### src/rtl/shift_sequencer.sv
// shift_sequencer: multi-cycle shift controller that steps an external 1-bit shifter |amount| times.
module shift_sequencer #(
  parameter int WIDTH = 16
) (
  input  logic             clk,
  input  logic             reset,
  input  logic             start,
  input  logic [WIDTH-1:0] srcIn,
  input  logic [4:0]       amount,
  input  logic             shiftType,
  output logic [WIDTH-1:0] shSrc,
  output logic [WIDTH-1:0] shDir,
  output logic             shType,
  input  logic [WIDTH-1:0] shResult,
  output logic             busy,
  output logic             done,
  output logic [WIDTH-1:0] result
);
  typedef enum logic [1:0] {IDLE, SHIFT, DONE} state_t;
  state_t           r_state;
  logic [WIDTH-1:0] r_acc;
  logic [WIDTH-1:0] r_shdir;
  logic [4:0]       r_cnt;
  logic             r_dir;
  logic             r_typ;
  logic             r_busy;
  logic             r_done;
  logic [4:0]       w_mag;
  logic             w_accept;
  // -16 negates to 5'b10000, which the unsigned counter reads as 16
  assign w_mag    = amount[4] ? 5'(-amount) : amount;
  assign w_accept = start && (r_state != SHIFT);
  always_ff @(posedge clk) begin
    if (reset) begin
      r_state <= IDLE;
      r_acc   <= '0;
      r_cnt   <= '0;
      r_dir   <= 1'b0;
      r_typ   <= 1'b1;
      r_busy  <= 1'b0;
      r_done  <= 1'b0;
      r_shdir <= '0;
    end else if (w_accept) begin
      r_acc   <= srcIn;
      r_cnt   <= w_mag;
      r_dir   <= amount[4];
      r_typ   <= shiftType;
      r_state <= (w_mag == 5'd0) ? DONE : SHIFT;
      r_busy  <= (w_mag != 5'd0);
      r_done  <= (w_mag == 5'd0);
      r_shdir <= (w_mag == 5'd0) ? '0 : amount[4] ? '1 : WIDTH'(1);
    end else if (r_state == SHIFT) begin
      r_acc <= shResult;
      r_cnt <= r_cnt - 5'd1;
      if (r_cnt == 5'd1) begin
        r_state <= DONE;
        r_busy  <= 1'b0;
        r_done  <= 1'b1;
        r_shdir <= '0;
      end
    end else begin
      r_state <= IDLE;
      r_done  <= 1'b0;
    end
  end
  assign shSrc  = r_acc;
  assign shType = r_typ;
  assign shDir  = r_shdir;
  assign busy   = r_busy;
  assign done   = r_done;
  assign result = r_acc;
endmodule

### config.mk
export PLATFORM = sky130hd
export DESIGN_NAME = shift_sequencer
export DESIGN_NICKNAME = d
export VERILOG_FILES = /design/src/rtl/shift_sequencer.sv
export SDC_FILE = /design/constraint.sdc
export NUM_CORES = 1
export LEC_CHECK = 0
export CAP_MARGIN = 20
export CORE_MARGIN = 1
export CORE_UTILIZATION = 40
export CTS_CLUSTER_DIAMETER = 60
export DETAILED_ROUTE_END_ITERATION = 8
export PLACE_DENSITY = 0.86
export RECOVER_POWER = 50
export SETUP_SLACK_MARGIN = 0.5
export SLEW_MARGIN = 25
export SYNTH_ARGS = -nofsm -noshare
export SYNTH_HDL_FRONTEND = slang
export SYNTH_SLANG_ARGS = --single-unit
### constraint.sdc
create_clock -name clk -period 2.8 [get_ports clk]
set_input_delay 0.56 -clock clk [delete_from_list [all_inputs] [get_ports clk]]
set_output_delay 0.56 -clock clk [all_outputs]
set_load 0.02 [all_outputs]
==> results.yml, run 1 <==
die:
  fp.dieH_um: 63.2
  rows: 21
  die_area_mm2: 0.00400
  die_x_um: 63.2
  start_util: 0.433
  io_pins: 92
  core_mm2: 0.00347
synth:
  synth_fp_nets: 213
  synth_edf_count: 0
  netlist_area_mm2: 0.00150
  synthCells: 169
  synth_area_per_cell_um2: 8.88
  synthFlopType: "dfxtp_1"
  yosysWarnings: 0
  postSynth.asyncResetShare: 0
  synth_seq_area_share: 0.347
  ys_ff_latch: 26
  synth.distinct_cells: 33
timing:
  slew_viol_final: 0
  finalCritPeriodShare: 0.775
  fin_ws_ns: 0.630
  setup_viol: 0
  fin_crit_ns: 2.17
  worst_pin_slew_ns: 0.508
  fmax_mhz: 461
  hold_ws_ns: 0.461
  setup_tns_ns: 0
  fin_skew_ns: 0.00604
  rsz0062_at_grt: "false"
  finalHoldViolations: 0
  slew_headroom: 0.660
power_and_ir_drop:
  cellLeakagePower_nw: 0.933
  p_sw_mw: 0.363
  peakVddDrop_mv: 0.482
  p_comb_frac: 0.369
  sw_frac_of_total: 0.306
  clockPowerShare: 0.256
  pwr-share-seq: 0.375
  cellInternalPower_mw: 0.824
  p_per_area_mw_per_mm2: 514
worst_setup_path:
  crit_arrival_ns: 2.31
  start_kind: "input port"
  required_ns: 2.94
  path_max_fanout: 3
  critPathKind: "input port to register"
  crit_path_end_kind: "register"
clock_network:
  cts_tree: "built"
  cts_buffer_depth: 2
  htree_levels: 1
  cts_inserted_buffers: 3
  numClockSinks: 26
  clk_latency_ns: 0.27
  cts_root_buf: "clkbuf_8"
  clkTransAtPathRegs_ns: 0.09
routing:
  vias: 1365
  ant_nets: 0
  routed_wl_um: 3750
  drcViolationCount: 0
  via_per_inst: 4.96
  avgRoutedWirePerCell_um: 13.6
  dr.pass1.iters: 6
  first_iter_violations: 79
flow_run:
  maxCapViolCount: 0
finish:
  final_common_cell: "clkdlybuf4s50_1"
  layout_common_cells: "clkdlybuf4s50_1 (69), dfxtp_1 (26), dlygate4sd3_1 (22), nor2_1 (20), a211oi_1 (17)"
  drive_above_1_share: 0.0655
  final_area_mm2: 0.00231
  nets: 274
  diodes: 0
  area_growth_pct: 54.0
  num-fill-cells: 305
run_status:
  status: "finished, final reports clean"
global_route:
  grt_pass1_vias: 1262
  grt-ovfl-total: 0
  antenna_found_initial: 0
  grt_use_total: 0.184
  grt_pass1_wl_um: 5950
  grt_max_degree: 39
place:
  numPortBuffers: 91
  place_worst_setup_slack_ns: 0.364
  place_area_mm2: 0.00223
  gp_congestion: 0.841
  dp_hpwl_um: 2840
worst_hold_path:
  min_path_type: "register to register"
[cell type report]
| cell class | count | area, um^2 | area share |
|---|---|---|---|
| clock buffers | 3 | 41.3 | 0.0179 |
| inverters | 4 | 15.0 | 0.00650 |
| multi-input cells | 99 | 698 | 0.302 |
| well taps | 46 | 57.6 | 0.0249 |
| repair buffers | 96 | 948 | 0.410 |
| clock inverters | 1 | 30.0 | 0.0130 |
| flip-flops and latches | 26 | 520 | 0.225 |
[worst max-delay path, cell delays in order]
cell,delay [ns]
clkdlybuf4s50_1,0.52
inv_1,0.06
ha_1,0.28
mux2i_2,0.21
o31ai_2,0.12
o41ai_2,0.45
a21oi_1,0.11
[metrics by stage]
stage,power (mW),util,cells
finish,1.19,0.666,275
global route,1.25,0.666,275
CTS,1.21,0.662,274
detailed placement,0.902,0.642,270
global placement,0.892,0.642,270
floorplan,0.729,-,169
[registers in the layout, summed over array words and instances (netlist names)]
name     count
busy         1
shDir        1
result      16
shType       1
r_state      2
r_cnt        5
[per-layer routing]
metal	vias up	global-route usage	routed length, um
met5	-	0	0
met4	0	0.0256	25
met3	2	0.0362	162
met2	36	0.341	2000
met1	638	0.220	1560
li1	689	-	-
[cell families (layout without fill, tap and decap cells)]
logic type               after synthesis  in the layout  share of synthesized area
buffers and inverters                 44            104                      0.192
AND/OR/NAND/NOR                       43             43                      0.141
multiplexers                          17             17                      0.113
XOR/XNOR                               2              2                     0.0117
AO/OA/AOI/OAI                         34             34                      0.170
flip-flops                            26             26                      0.347
adder cells (fa/ha/maj)                3              3                     0.0250
[cell usage after synthesis (3+ instances only)]
| library cell | count | share of area |
|---|---|---|
| buf_4 | 31 | 0.16 |
| dfxtp_1 | 26 | 0.35 |
| nor2_1 | 20 | 0.050 |
| a211oi_1 | 17 | 0.085 |
| mux2i_1 | 17 | 0.11 |
| a21oi_1 | 6 | 0.020 |
| buf_2 | 5 | 0.017 |
| inv_1 | 4 | 0.010 |
| nand2b_1 | 4 | 0.017 |
| ha_1 | 3 | 0.025 |
| nand2_1 | 3 | 0.0075 |
| nand3_1 | 3 | 0.010 |
| nor3_1 | 3 | 0.010 |
[path summary, 6_finish.rpt]
kind               from        to  slack, ns  depth (start not counted)
max           amount[1]      busy       0.63                          7
min              shType    shType       0.46                          1
max reg2reg  r_state[1]  r_cnt[4]       1.31                          4
min reg2reg      shType    shType       0.46                          1
[timing repair]
item / 4_1_cts / 5_1_grt
resized for setup: 0 / 2
hold buffers: 0 / 0
buffers inserted: 0 / 1
endpoints found under the setup margin: 0 / 3
[power by group through the flow]
stage	clock, mW	sequential, mW	combinational (mW)
detailed placement	0	0.455	0.447
CTS	0.310	0.447	0.449
finish	0.304	0.445	0.438
floorplan	0	0.487	0.242
global route	0.329	0.452	0.467
global placement	0	0.452	0.440
(Power assumes the default switching activity.)
==> run 2: changes to the inputs <==
--- a/config.mk
+++ b/config.mk
@@ -7,10 +7,10 @@
 export LEC_CHECK = 0
 export CAP_MARGIN = 20
 export CORE_MARGIN = 1
-export CORE_UTILIZATION = 40
+export CORE_UTILIZATION = 33
 export CTS_CLUSTER_DIAMETER = 60
 export DETAILED_ROUTE_END_ITERATION = 8
-export PLACE_DENSITY = 0.86
+export PLACE_DENSITY = 0.76
 export RECOVER_POWER = 50
 export SETUP_SLACK_MARGIN = 0.5
 export SLEW_MARGIN = 25
==> constraint.sdc (replaced) <==
create_clock -name clk -period 1.8 [get_ports clk]
set_input_delay 0.36 -clock clk [delete_from_list [all_inputs] [get_ports clk]]
set_output_delay 0.36 -clock clk [all_outputs]
set_load 0.02 [all_outputs]
==> results.yml, run 2 (synthesized netlist as in run 1, its figures left out) <==
finish:
  final-instance-count-excl-fill: 300
  final_common_cell: "clkdlybuf4s50_1"
  finish.utilization: 0.537
  area_growth_pct: 55.8
  num-fill-cells: 421
  layout_common_cells: "clkdlybuf4s50_1 (33), clkbuf_1 (26), dfxtp_1 (22), buf_4 (21), nor2_1 (20)"
  diodes: 0
  largest_register_ffs: 16
  drive_above_1_share: 0.278
  nets: 293
worst_setup_path:
  path_max_fanout: 20
  critPathKind: "register to register"
  required_ns: 1.98
  crit_arrival_ns: 1.61
  crit_path_end_kind: "register"
  start_kind: "register"
timing:
  fin_crit_ns: 1.43
  setup_tns_ns: 0
  hold_ws_ns: 0.477
  slew_headroom: 0.705
  fin_skew_ns: 0.00279
  rsz0062_at_grt: "true"
  setup_viol: 0
  worst_pin_slew_ns: 0.443
  finalHoldViolations: 0
  finalCritPeriodShare: 0.792
  slew_viol_final: 0
  fmax_mhz: 701
die:
  start_util: 0.345
  die_x_um: 69.4
  io_pins: 92
  core_mm2: 0.00435
  rows: 24
  fp.dieH_um: 69.4
  die_area_mm2: 0.00482
routing:
  dr.pass1.iters: 7
  vias: 1405
  via_per_inst: 4.68
  drcViolationCount: 1
  ant_nets: 0
  routed_wl_um: 3970
  first_iter_violations: 35
  avgRoutedWirePerCell_um: 13.2
place:
  gp_congestion: 0.773
  numPortBuffers: 91
  placed_cells: 288
  dp_hpwl_um: 2890
run_status:
  status: "finished, violations left"
  violations: "DRC"
clock_network:
  cts_root_buf: "clkbuf_8"
  clkTransAtPathRegs_ns: 0.09
  htree_levels: 1
  cts_tree: "built"
  cts_inserted_buffers: 3
  numClockSinks: 26
  clk_latency_ns: 0.26
  cts_buffer_depth: 2
power_and_ir_drop:
  cellLeakagePower_nw: 0.987
  total_power_mw: 1.74
  p_per_area_mw_per_mm2: 746
  peakVddDrop_mv: 0.305
global_route:
  grt_pass1_wl_um: 6200
  grt-ovfl-total: 0
  antenna_found_initial: 0
  grt_use_total: 0.156
  grt_max_degree: 23
  grt_pass1_vias: 1368
worst_hold_path:
  min_path_type: "register to register"
flow_run:
  maxCapViolCount: 0
==> run 2: changes by cell type in the layout (fill, tap and decap cells not counted), moves of 4 or more <==
cell	change
dlygate4sd2_1	+5
clkdlybuf4s50_1	-36
dfxtp_1	-4
dlygate4sd3_1	-21
clkbuf_2	+6
buf_4	+16
clkdlybuf4s15_2	+10
buf_2	+7
clkbuf_1	+26
==> run 2: what timing repair did <==
action / in CTS / in global routing
setup endpoints to repair: 70 / 61
resized for setup: 162 / 46
buffers inserted: 4 / 4
pin swaps: 4 / 3
hold buffers: 0 / 0
hold endpoints to repair: 0 / 0
==> run 2: final timing paths <==
path,startpoint,to,slack [ns],cells past startpoint
max,r_state[1],result[1],0.37,5
max reg2reg,r_state[1],result[1],0.37,5
min reg2reg,shType,shType,0.48,1
min,shType,shType,0.48,1
==> run 2: worst max-delay path, cell delays in order, from the launching register on <==
cell and delay [ns]:
dfxtp_1 0.34, nand2b_1 0.15, buf_6 0.19, clkbuf_2 0.37, nor2_1 0.07, a211oi_1 0.21
==> run 2: power breakdown <==
| group | switching, mW | internal (mW) |
|---|---|---|
| clock | 0.177 | 0.195 |
| sequential | 0.0518 | 0.642 |
| combinational | 0.366 | 0.312 |
| total | 0.595 | 1.15 |
==> run 2: cell type report <==
type | count | area, um^2 | area share
clock buffer | 4 | 55.1 | 0.0236
tap | 52 | 65.1 | 0.0278
inverter | 4 | 30.0 | 0.0128
multi-input combinational | 99 | 774 | 0.331
timing repair buffer | 115 | 885 | 0.378
sequential | 26 | 528 | 0.226
==> run 2: metal layers <==
| metal | up-vias | routed length, um | track usage |
|---|---|---|---|
| met2 | 34 | 2160 | 0.287 |
| met3 | 0 | 181 | 0.0262 |
| met5 | - | 0 | 0 |
| met1 | 648 | 1630 | 0.182 |
| li1 | 723 | - | - |
| met4 | 0 | 0 | 0.0522 |
==> run 2: metrics by stage <==
step	area (um^2)	worst slack [ns]
detailed placement	2350	-0.579
CTS	2480	0.423
finish	2340	0.374
global placement	2350	-0.507
floorplan	1530	0.286
global route	2340	0.255
==> run 3: changes to the inputs <==
--- a/config.mk
+++ b/config.mk
@@ -7,10 +7,10 @@
 export LEC_CHECK = 0
 export CAP_MARGIN = 20
 export CORE_MARGIN = 1
-export CORE_UTILIZATION = 33
+export CORE_UTILIZATION = 37
 export CTS_CLUSTER_DIAMETER = 60
 export DETAILED_ROUTE_END_ITERATION = 8
-export PLACE_DENSITY = 0.76
+export PLACE_DENSITY = 0.8
 export RECOVER_POWER = 50
 export SETUP_SLACK_MARGIN = 0.5
 export SLEW_MARGIN = 25
==> constraint.sdc (replaced) <==
create_clock -name clk -period 1.41 [get_ports clk]
set_input_delay 0.282 -clock clk [delete_from_list [all_inputs] [get_ports clk]]
set_output_delay 0.282 -clock clk [all_outputs]
set_load 0.02 [all_outputs]
==> results.yml, run 3 (synthesized netlist as in run 1, its figures left out) <==
timing:
  fmax_mhz: 726
  finalCritPeriodShare: 0.977
  slew_headroom: 0.751
  setup_viol: 0
  fin_skew_ns: 0.00546
  finalHoldViolations: 0
  rsz0062_at_grt: "true"
  fin_ws_ns: 0.0326
  worst_pin_slew_ns: 0.371
  slew_viol_final: 0
  setup_tns_ns: 0
  fin_crit_ns: 1.38
finish:
  nets: 307
  drive_above_1_share: 0.527
  multi_input_area_mm2: 0.00103
  area_growth_pct: 104
  ff_latch_area_um2: 531
  final-instance-count-excl-fill: 310
  largest_register_ffs: 16
  diodes: 0
  final_common_cell: "buf_6"
  num-fill-cells: 217
  layout_common_cells: "buf_6 (46), clkdlybuf4s50_1 (34), dfxtp_1 (22), clkbuf_1 (17)"
die:
  rows: 22
  die_area_mm2: 0.00431
  fp.dieH_um: 65.7
  core_mm2: 0.00377
  die_x_um: 65.7
  start_util: 0.398
  io_pins: 92
run_status:
  status: "finished, final reports clean"
worst_setup_path:
  crit_arrival_ns: 1.52
  crit_top_cell: "buf_6"
  worst-path-buf-inv: 3
  r2r_cells: 6
  crit_path_end_kind: "register"
  start_kind: "input port"
  path_max_fanout: 3
  rrSetupSlack_ns: 0.05
  critPathKind: "input port to register"
  crit_slowest_cell: "o41ai_4"
  path_cells: "buf_6, buf_6, buf_6, o31ai_4, xnor2_2, o41ai_4, o22ai_1"
  crit_path_end: "shDir[14]"
  r2r_start: "r_cnt[1]"
  cp.depth: 7
  startpoint: "amount[1]"
  timing.critical_path.max_delay_family: "compound AO/OA/AOI/OAI gates"
  required_ns: 1.56
  rr_endpoint: "shDir[14]"
  cpPeakStageDelay_ns: 0.41
routing:
  wl_met3_um: 289
  first_iter_violations: 68
  ant_nets: 0
  highest_layer: "met4"
  via_per_inst: 5.14
  wl_met1_um: 2270
  avgRoutedWirePerCell_um: 18.4
  vias: 1594
  routed_wl_um: 5690
  dr.pass1.iters: 4
  drcViolationCount: 0
  route.met2.wl_um: 3100
place:
  placed_cells: 283
  numPortBuffers: 91
  gp_congestion: 0.832
  dp_hpwl_um: 2880
  place_worst_setup_slack_ns: -0.802
clock_network:
  cts_tree: "built"
  clkTransAtPathRegs_ns: 0.10
  htree_levels: 1
  cts_inserted_buffers: 3
  cts_root_buf: "clkbuf_8"
  hold_buffers: 0
  numClockSinks: 26
  clk_latency_ns: 0.27
  cts_buffer_depth: 2
global_route:
  grt_pass1_vias: 1494
  grt_max_degree: 29
  grt-ovfl-total: 0
  antenna_found_initial: 0
  grt_pass1_wl_um: 7130
  grt_use_total: 0.217
flow_run:
  maxCapViolCount: 0
power_and_ir_drop:
  total_power_mw: 2.91
  p_per_area_mw_per_mm2: 950
  cellLeakagePower_nw: 1.25
  peakVddDrop_mv: 0.935
worst_hold_path:
  whs_path_depth: 4
  min_path_type: "input port to register"
  min-delay-start: "amount[4]"
[run 3: how the worst min path moves through the flow]
stage | slack [ns] | endpoint
after floorplan | 0.42 | shDir[14]
after global placement | 0.44 | shType
after detailed placement | 0.46 | shType
after CTS | 0.47 | r_state[1]
after global routing | 0.48 | r_state[1]
final | 0.48 | shDir[14]
[run 3: metrics by stage]
step,hold slack (ns),utilization,area [um^2]
after floorplan,0.425,-,1670
after global placement,0.444,0.655,2470
after detailed placement,0.459,0.655,2470
after CTS,0.474,0.776,2930
after global routing,0.477,0.812,3060
final,0.477,0.812,3060
[run 3: where the power goes]
group | switching, mW | internal, mW | total [mW]
logic | 0.641 | 0.726 | 1.37
registers | 0.0904 | 0.818 | 0.908
clock network | 0.254 | 0.380 | 0.634
total | 0.985 | 1.92 | 2.91
[run 3: cell type report]
| class | instances | share of cell area |
|---|---|---|
| sequential | 26 | 0.173 |
| tap | 48 | 0.0196 |
| timing repair buffer | 129 | 0.439 |
| clock buffer | 3 | 0.0135 |
| inverter | 4 | 0.00981 |
| multi-input combinational | 99 | 0.335 |
| clock inverter | 1 | 0.00981 |
[run 3: tightest hold or removal path, stage by stage]
cell and delay, ns:
clkbuf_2 0.12, buf_6 0.15, nand2b_1 0.08, o22ai_1 0.08
[run 3: repair_timing]
action / in CTS / in global routing
gates cloned: 4 / 0
endpoints found under the setup margin: 77 / 77
resized for setup: 338 / 80
setup buffers: 17 / 2
pin swaps: 9 / 6
[run 3: per-layer routing]
metal | global-route usage | vias to the layer above
met5 | 0 | -
met4 | 0.0380 | 0
met3 | 0.0365 | 4
met2 | 0.423 | 73
met1 | 0.241 | 761
li1 | - | 756
